**config.mk**
```make
export PLATFORM = sky130hd
export DESIGN_NAME = packet_sender_fifo
export DESIGN_NICKNAME = d
export VERILOG_FILES = /design/src/rtl/packet_sender_fifo.sv
export SDC_FILE = /design/constraint.sdc
export NUM_CORES = 1
export LEC_CHECK = 0
export CAP_MARGIN = 20
export CELL_PAD_IN_SITES_DETAIL_PLACEMENT = 0
export CELL_PAD_IN_SITES_GLOBAL_PLACEMENT = 2
export CORE_ASPECT_RATIO = 0.9
export CORE_UTILIZATION = 30
export CTS_CLUSTER_DIAMETER = 50
export DETAILED_ROUTE_END_ITERATION = 8
export GPL_TIMING_DRIVEN = 1
export PLACE_DENSITY = 0.68
export SLEW_MARGIN = 10
export SYNTH_ARGS = -nofsm -noshare
export SYNTH_HDL_FRONTEND = slang
export SYNTH_SLANG_ARGS = --single-unit
export TNS_END_PERCENT = 1
```
**constraint.sdc**
```tcl
create_clock -name clk -period 3.9 [get_ports clk]
set_clock_uncertainty 0.1 [all_clocks]
set_input_delay 0.585 -clock clk [delete_from_list [all_inputs] [get_ports clk]]
set_output_delay 0.585 -clock clk [all_outputs]
set_load 0.01 [all_outputs]
```
**src/rtl/packet_sender_fifo.sv**
```systemverilog
// rtl/packet_sender_fifo.sv - queued multi-slot serial packet sender (header + SLOTS data slots per tick)
module packet_sender_fifo #(
  parameter int DATA_W = 40,
  parameter int FIFO_DEPTH = 4,
  parameter int GAP = 3,
  parameter int SLOTS = 2,
  parameter logic [DATA_W-1:0] REQ_WORD = DATA_W'(40'h0700000000)
) (
  input  logic                             clk,
  input  logic                             rst,
  input  logic [DATA_W-1:0]                in_data,
  input  logic                             in_data_valid,
  output logic                             in_data_ready,
  output logic                             data_retrieved,
  output logic                             data_loss,
  input  logic                             audio_sample_request_mode,
  input  logic                             audio_sample_request_tick,
  output logic                             tick_missed,
  output logic                             sout,
  output logic                             busy,
  output logic [$clog2(FIFO_DEPTH+1)-1:0]  fifo_level
);
  localparam int AW = (FIFO_DEPTH > 1) ? $clog2(FIFO_DEPTH) : 1;
  localparam int LW = $clog2(FIFO_DEPTH + 1);
  localparam int CW = $clog2(DATA_W + GAP + 1);
  localparam int SW = (SLOTS > 1) ? $clog2(SLOTS) : 1;

  typedef enum logic [1:0] {S_IDLE, S_HEADER, S_GAP, S_SLOT} state_t;

  state_t            r_state, w_state_nxt;
  logic [CW-1:0]     r_cnt, w_cnt_nxt;
  logic [SW-1:0]     r_slot, w_slot_nxt;
  logic [DATA_W:0]   r_shift, w_shift_nxt;
  logic [DATA_W-1:0] r_mem [FIFO_DEPTH];
  logic [AW-1:0]     r_wr_ptr, r_rd_ptr;
  logic [LW-1:0]     r_level;
  logic              r_data_loss, r_tick_missed;
  logic              w_full, w_empty, w_pop, w_push;

  assign w_full         = (r_level == LW'(FIFO_DEPTH));
  assign w_empty        = (r_level == '0);
  assign in_data_ready  = !w_full || w_pop;
  assign w_push         = in_data_valid && in_data_ready;
  assign data_retrieved = w_push;
  assign data_loss      = r_data_loss;
  assign tick_missed    = r_tick_missed;
  assign fifo_level     = r_level;
  assign busy           = (r_state != S_IDLE);
  // The shift register drains to zero after each slot, so gaps and idle emit 0 for free.
  assign sout           = r_shift[DATA_W];

  always_ff @(posedge clk) begin
    if (rst) begin
      r_state <= S_IDLE;
      r_cnt   <= '0;
      r_slot  <= '0;
      r_shift <= '0;
    end else begin
      r_state <= w_state_nxt;
      r_cnt   <= w_cnt_nxt;
      r_slot  <= w_slot_nxt;
      r_shift <= w_shift_nxt;
    end
  end

  always_comb begin
    w_state_nxt = r_state;
    w_cnt_nxt   = r_cnt + CW'(1);
    w_slot_nxt  = r_slot;
    w_shift_nxt = {r_shift[DATA_W-1:0], 1'b0};
    w_pop       = 1'b0;
    case (r_state)
      S_IDLE: begin
        w_cnt_nxt = '0;
        if (audio_sample_request_tick) begin
          w_state_nxt = S_HEADER;
          w_shift_nxt = audio_sample_request_mode ? {1'b1, REQ_WORD} : '0;
        end
      end
      S_HEADER: begin
        if (r_cnt == CW'(DATA_W)) begin
          w_state_nxt = S_GAP;
          w_cnt_nxt   = '0;
          w_slot_nxt  = '0;
        end
      end
      S_GAP: begin
        if (r_cnt == CW'(GAP - 1)) begin
          w_state_nxt = S_SLOT;
          w_cnt_nxt   = '0;
          w_pop       = !w_empty;
          w_shift_nxt = w_empty ? '0 : {1'b1, r_mem[r_rd_ptr]};
        end
      end
      S_SLOT: begin
        if (r_cnt == CW'(DATA_W)) begin
          w_cnt_nxt = '0;
          if (r_slot == SW'(SLOTS - 1)) begin
            w_state_nxt = S_IDLE;
          end else begin
            w_state_nxt = S_GAP;
            w_slot_nxt  = r_slot + SW'(1);
          end
        end
      end
      default: w_state_nxt = S_IDLE;
    endcase
  end

  always_ff @(posedge clk) begin
    if (rst) begin
      r_wr_ptr      <= '0;
      r_rd_ptr      <= '0;
      r_level       <= '0;
      r_data_loss   <= 1'b0;
      r_tick_missed <= 1'b0;
    end else begin
      if (w_push) r_wr_ptr <= r_wr_ptr + AW'(1);
      if (w_pop)  r_rd_ptr <= r_rd_ptr + AW'(1);
      if (w_push && !w_pop)      r_level <= r_level + LW'(1);
      else if (w_pop && !w_push) r_level <= r_level - LW'(1);
      r_data_loss   <= in_data_valid && !in_data_ready;
      r_tick_missed <= audio_sample_request_tick && (r_state != S_IDLE);
    end
  end

  always_ff @(posedge clk) begin
    if (w_push) r_mem[r_wr_ptr] <= in_data;
  end

endmodule

```
==> results of run 1 <==
## worst register-to-register path, delay by kind of cell (launching register included)
| family | cells | cell delay, ns |
|---|---|---|
| compound gates | 2 | 0.46 |
| xor+xnor | 1 | 0.17 |
| fa+ha+maj | 3 | 0.74 |
| buf+inv | 2 | 0.16 |
| flops | 1 | 0.33 |
| simple gates | 3 | 1.04 |
## layer usage
| metal | share of wire (%) | up-vias | routed length (um) |
|---|---|---|---|
| met5 | 0 | - | 0 |
| met4 | 1.7 | 0 | 268 |
| met3 | 4.4 | 24 | 684 |
| met2 | 48 | 87 | 7420 |
| met1 | 46 | 2060 | 7060 |
| li1 | - | 1883 | - |
## synth_stat cells, drive strengths merged
cell | n | share of area, %
o21ai | 2 | 0.12
and2 | 1 | 0.093
or3 | 1 | 0.078
fa | 1 | 0.25
a21o | 2 | 0.19
a211o | 1 | 0.11
xnor2 | 3 | 0.33
dfxtp | 61 | 15
mux2i | 3 | 0.37
or4b | 1 | 0.17
a2bb2oi | 1 | 0.11
a22oi | 39 | 3.6
nor3b | 4 | 0.37
clkbuf | 13 | 0.61
nand2b | 2 | 0.16
nand3 | 4 | 0.25
nand2 | 2 | 0.093
or3b | 1 | 0.11
edfxtp | 160 | 60
nor3 | 2 | 0.26
a31oi | 1 | 0.078
mux2 | 1 | 0.14
ha | 8 | 1.2
a21bo | 1 | 0.12
mux4 | 40 | 11
nor2 | 54 | 2.5
nand3b | 1 | 0.093
xor2 | 4 | 0.43
o211ai | 1 | 0.16
a21oi | 7 | 0.43
inv | 10 | 0.47
and3 | 5 | 0.39
buf | 10 | 0.62
## area by class of cell
cell class | instances | area, um^2
Clock buffer | 31 | 711
Clock inverter | 19 | 150
Fill cell | 2441 | 16300
Inverter | 10 | 37.5
Multi-Input combinational cell | 193 | 1910
Sequential cell | 221 | 6030
Tap cell | 348 | 435
Timing Repair Buffer | 62 | 631
## cells by family after synthesis
kind of cell | count (synthesis) | synth area share [%]
and+or+nand+nor | 78 | 4.58
AOI/OAI and AO/OA | 55 | 4.96
buffers and inverters | 33 | 1.69
DFF | 221 | 74.8
xor gates and xnor gates | 7 | 0.761
adders and majority gates | 9 | 1.49
muxes | 44 | 11.7
## worst paths after layout
check	from	endpoint	cells past startpoint
hold reg to reg	r_slot	r_state[1]	1
setup / recovery	r_cnt[0]	data_retrieved	6
hold / removal	r_slot	r_state[1]	1
setup reg to reg	r_cnt[0]	fifo_level[2]	11
## power by group through the flow
stage	combinational [uW]	sequential, uW	clock (uW)
2_1_floorplan	182	2750	0
5_1_grt	382	2720	2530
3_3_place_gp	349	2750	0
4_1_cts	359	2710	2430
3_5_place_dp	358	2760	0
6_report	346	2710	2350
## state kept, by name, indices dropped and copies added, names as in the netlist, named ones only
name         flops
r_state          2
tick_missed      1
r_rd_ptr         2
r_shift         41
fifo_level       3
r_cnt            6
r_wr_ptr         2
r_mem          160
data_loss        1
r_slot           1
## per-stage QoR
| step | instances | utilization [%] | setup slack [ns] | area [um^2] | power (uW) |
|---|---|---|---|---|---|
| 2_1_floorplan | 447 | - | 1.02 | 8050 | 2940 |
| 3_3_place_gp | 832 | 34.4 | 0.947 | 9010 | 3100 |
| 3_5_place_dp | 833 | 34.4 | 0.832 | 9030 | 3120 |
| 4_1_cts | 883 | 37.7 | 0.470 | 9890 | 5510 |
| 5_1_grt | 884 | 37.8 | 0.366 | 9910 | 5630 |
| 6_report | 884 | 37.8 | 0.509 | 9910 | 5410 |
==> results.sh, run 1 <==
export IMPL_gp_congestion=0.656
export IMPL_synth_area_um2=8050
export IMPL_nets=569
export IMPL_tightest_slew_ns=0.778
export IMPL_power_clock_fraction_pct=43.5
export IMPL_synth_seq_area_share_pct=74.8
export IMPL_wl_per_cell_um=17.5
export IMPL_period_needed_ns=3.39
export IMPL_grt_pass1_wl_mm=24.8
export IMPL_ctsHoldBuffers=0
export IMPL_finalSetupTns_ns=0
export IMPL_fp_dieArea_um2=27500
export IMPL_synthesis_nets=501
export IMPL_p_int_uw=4210
export IMPL_routed_wl_mm=15.4
export IMPL_path_max_fanout=7
export IMPL_critPathMaxStageDelay_ns=0.55
export IMPL_clock_fmax_mhz=295
export IMPL_h_tree_depth=1
export IMPL_comb_power_share_pct=6.4
export IMPL_firstDrtPassIters=4
export IMPL_timing_hold_violations_final=0
export IMPL_pwr_share_seq_pct=50.1
export IMPL_ir_drop_v=0.000273
export IMPL_path_delay_family="simple AND/OR/NAND/NOR gates"
export IMPL_start_util_pct=30.7
export IMPL_crit_type="reg -> out"
export IMPL_grt_use_met2_pct=19.6
export IMPL_clock_latency_ns=0.52
export IMPL_postCtsSetupBuffers=0
export IMPL_drive_above_1_share_pct=20.3
export IMPL_holdWs_ns=0.341
export IMPL_worstPathArrival_ns=2.71
export IMPL_synth_seq_cells=221
export IMPL_clock_sinks=221
export IMPL_grtUsageTotal_pct=11.7
export IMPL_numCtsBuffers=27
export IMPL_start_kind="flip-flop"
export IMPL_rsz0062_at_grt="false"
export IMPL_final_common_cell="edfxtp_1"
export IMPL_first_global_vias=4303
export IMPL_avgSynthCellArea_um2=18.0
export IMPL_grt_remaining_overflow=0
export IMPL_coreArea_um2=26200
export IMPL_cp_cell_sequence="inv_1 > ha_1 > or3b_1 > o211ai_2 > and2_2 > clkdlybuf4s50_1"
export IMPL_postSynthCellCount=447
export IMPL_grt_max_degree=58
export IMPL_status="finished, final reports clean"
export IMPL_synthesis_yosys_warnings=0
export IMPL_n_antenna_cell=0
export IMPL_area_delta_synth_final_pct=23.0
export IMPL_synth_distinct_cells=36
export IMPL_rrSetupSlack_ns=0.83
export IMPL_setup_violations=0
export IMPL_cap_viol_max_count=0
export IMPL_pin_count=54
export IMPL_power_per_cell_area_nw_per_um2=546
export IMPL_cts_clk_slew_worst_paths_ns=0.06
export IMPL_period_share_pct=87.0
export IMPL_slew_viol_final=0
export IMPL_leakage_uw=0.00320
export IMPL_switching_share_pct=22.0
export IMPL_drt_initial_drc_count=251
export IMPL_vias_per_cell=4.59
export IMPL_final_cell_mix="160 x edfxtp_1, 59 x dfxtp_1, 54 x nor2_1"
export IMPL_path_buf_inv=2
export IMPL_cts_resized=0
export IMPL_ant_nets=0
export IMPL_use_met1_pct=15.4
export IMPL_die_w_um=175
export IMPL_port_buffers=53
export IMPL_hpwl_mm=8.42
export IMPL_antenna_found_initial=0
export IMPL_clockBufferDepth=3
export IMPL_crit_required_ns=3.21
export IMPL_p_sw_uw=1190
export IMPL_fp_dieH_um=157
export IMPL_hp_class="reg -> reg"
export IMPL_vias=4054
export IMPL_cts_tree="built"
export IMPL_drc_errors=0
export IMPL_cp_slowest_cell="clkdlybuf4s50_1"
export IMPL_use_met3_pct=2.49
export IMPL_cts_root_buffer="clkbuf_16"
export IMPL_rows=56
export IMPL_grt_busiest_layer="met2"
export IMPL_cp_end_kind="primary output"
export IMPL_max_slew_margin_pct=48.1
No activity file was read; power rests on OpenSTA's default activity.
==> run 2: changes to the inputs <==
--- a/config.mk
+++ b/config.mk
@@ -5,14 +5,15 @@
 export SDC_FILE = /design/constraint.sdc
 export NUM_CORES = 1
 export LEC_CHECK = 0
-export CAP_MARGIN = 20
 export CELL_PAD_IN_SITES_DETAIL_PLACEMENT = 0
 export CELL_PAD_IN_SITES_GLOBAL_PLACEMENT = 2
 export CORE_ASPECT_RATIO = 0.9
 export CORE_UTILIZATION = 30
+export CTS_BUF_LIST = sky130_fd_sc_hd__clkbuf_16
 export CTS_CLUSTER_DIAMETER = 50
 export DETAILED_ROUTE_END_ITERATION = 8
 export GPL_TIMING_DRIVEN = 1
+export HOLD_SLACK_MARGIN = 0.05
 export PLACE_DENSITY = 0.68
 export SLEW_MARGIN = 10
 export SYNTH_ARGS = -nofsm -noshare
==> run 2 against run 1 <==
Global-route usage about the same. Clock power increased by 15%. Hold slack got worse by 0.0028 ns. Die area unchanged. Worst setup slack got worse by 0.00068 ns. Sequential power about the same. Design area increased by 0.85%. Maximum frequency about the same. Sequential cell count unchanged. Critical path type unchanged. Critical endpoint unchanged. Highest routed layer unchanged.
==> results.sh, run 2 (synthesis results as in run 1) <==
export IMPL_ir_drop_v=0.000334
export IMPL_cts_root_buffer="clkbuf_16"
export IMPL_ctsHoldBuffers=0
export IMPL_gp_congestion=0.656
export IMPL_power_per_cell_area_nw_per_um2=576
export IMPL_ant_nets=0
export IMPL_clock_sinks=221
export IMPL_rows=56
export IMPL_dpl_cell_count=832
export IMPL_crit_type="reg -> out"
export IMPL_wl_per_cell_um=17.4
export IMPL_firstDrtPassIters=4
export IMPL_first_global_vias=4346
export IMPL_hp_class="reg -> reg"
export IMPL_tightest_slew_ns=1.17
export IMPL_pin_count=54
export IMPL_grt_pass1_wl_mm=24.7
export IMPL_coreArea_um2=26200
export IMPL_crit_required_ns=3.21
export IMPL_finalSetupTns_ns=0
export IMPL_grt_max_degree=58
export IMPL_clockBufferDepth=3
export IMPL_regArea_um2=6030
export IMPL_status="finished, final reports clean"
export IMPL_vias_per_cell=4.58
export IMPL_grtUsageTotal_pct=11.7
export IMPL_clock_latency_ns=0.53
export IMPL_setup_violations=0
export IMPL_nets=567
export IMPL_total_power_uw=5750
export IMPL_routed_wl_mm=15.3
export IMPL_cap_viol_max_count=0
export IMPL_period_share_pct=87.0
export IMPL_period_needed_ns=3.39
export IMPL_dpl_instance_area_um2=9010
export IMPL_fillers=2410
export IMPL_cp_cell_sequence="inv_1 > ha_1 > or3b_1 > o211ai_2 > and2_2 > clkdlybuf4s50_1"
export IMPL_slew_viol_final=0
export IMPL_critPathMaxStageDelay_ns=0.55
export IMPL_final_common_cell="edfxtp_1"
export IMPL_top_regs="r_mem x160, r_shift x41, r_cnt x6"
export IMPL_area_delta_synth_final_pct=24.0
export IMPL_worstPathArrival_ns=2.71
export IMPL_drt_initial_drc_count=169
export IMPL_max_slew_margin_pct=22.3
export IMPL_fp_dieArea_um2=27500
export IMPL_grt_remaining_overflow=0
export IMPL_numCtsBuffers=27
export IMPL_leakage_uw=0.00323
export IMPL_hpwl_mm=8.27
export IMPL_vias=4041
export IMPL_cts_resized=0
export IMPL_timing_hold_violations_final=0
export IMPL_drc_errors=0
export IMPL_path_buf_inv=2
export IMPL_postCtsSetupBuffers=0
export IMPL_rsz0062_at_grt="false"
export IMPL_cp_end_kind="primary output"
export IMPL_cts_clk_slew_worst_paths_ns=0.05
export IMPL_h_tree_depth=1
export IMPL_cts_tree="built"
export IMPL_top_register="r_mem"
export IMPL_fin_cells=883
export IMPL_cp_slowest_cell="clkdlybuf4s50_1"
export IMPL_die_w_um=175
export IMPL_port_buffers=53
export IMPL_start_util_pct=30.7
export IMPL_final_cell_mix="160 x edfxtp_1, 59 x dfxtp_1, 54 x nor2_1"
export IMPL_final_area_um2=9990
export IMPL_start_kind="flip-flop"
export IMPL_path_delay_family="simple AND/OR/NAND/NOR gates"
export IMPL_largest_reg_flops=160
export IMPL_fp_dieH_um=157
export IMPL_path_max_fanout=7
export IMPL_clock_fmax_mhz=295
export IMPL_holdWs_ns=0.338
export IMPL_antenna_found_initial=1
export IMPL_drive_above_1_share_pct=19.9
export IMPL_multi_input_area_um2=1910
[run 2: power breakdown]
| part | leakage, uW | switching, uW | internal [uW] |
|---|---|---|---|
| Sequential | 0.00196 | 38.6 | 2670 |
| Combinational | 0.000794 | 193 | 152 |
| Clock | 0.000477 | 969 | 1730 |
[run 2: cell type report]
cell class                 instances  share of cell area, %
antenna                            1                 0.0250
multi-input combinational        193                   19.2
tap                              348                   4.36
timing repair buffer              60                   5.91
clock inverter                    23                   3.07
clock buffer                      27                   6.76
sequential                       221                   60.3
inverter                          10                  0.376
[run 2: per-stage QoR]
stage	worst slack (ns)	util, %
floorplan	1.02	-
global placement	0.947	34.4
detailed placement	0.845	34.4
CTS	0.490	38.1
global route	0.361	38.1
finish	0.508	38.1
[run 2: final timing paths]
kind                  from        endpoint  slack [ns]  cells past startpoint
setup / recovery  r_cnt[0]  data_retrieved        0.51                      6
hold reg to reg     r_slot      r_state[1]        0.34                      1
hold / removal      r_slot      r_state[1]        0.34                      1
setup reg to reg  r_cnt[0]   fifo_level[2]        0.84                     11
[run 2: metal layers]
layer | track usage (%) | share of wire [%] | vias up
li1 | - | - | 1881
met4 | 3.60 | 2.5 | 0
met1 | 15.5 | 47 | 2064
met5 | 0 | 0 | -
met3 | 2.51 | 3.7 | 28
met2 | 19.1 | 47 | 68
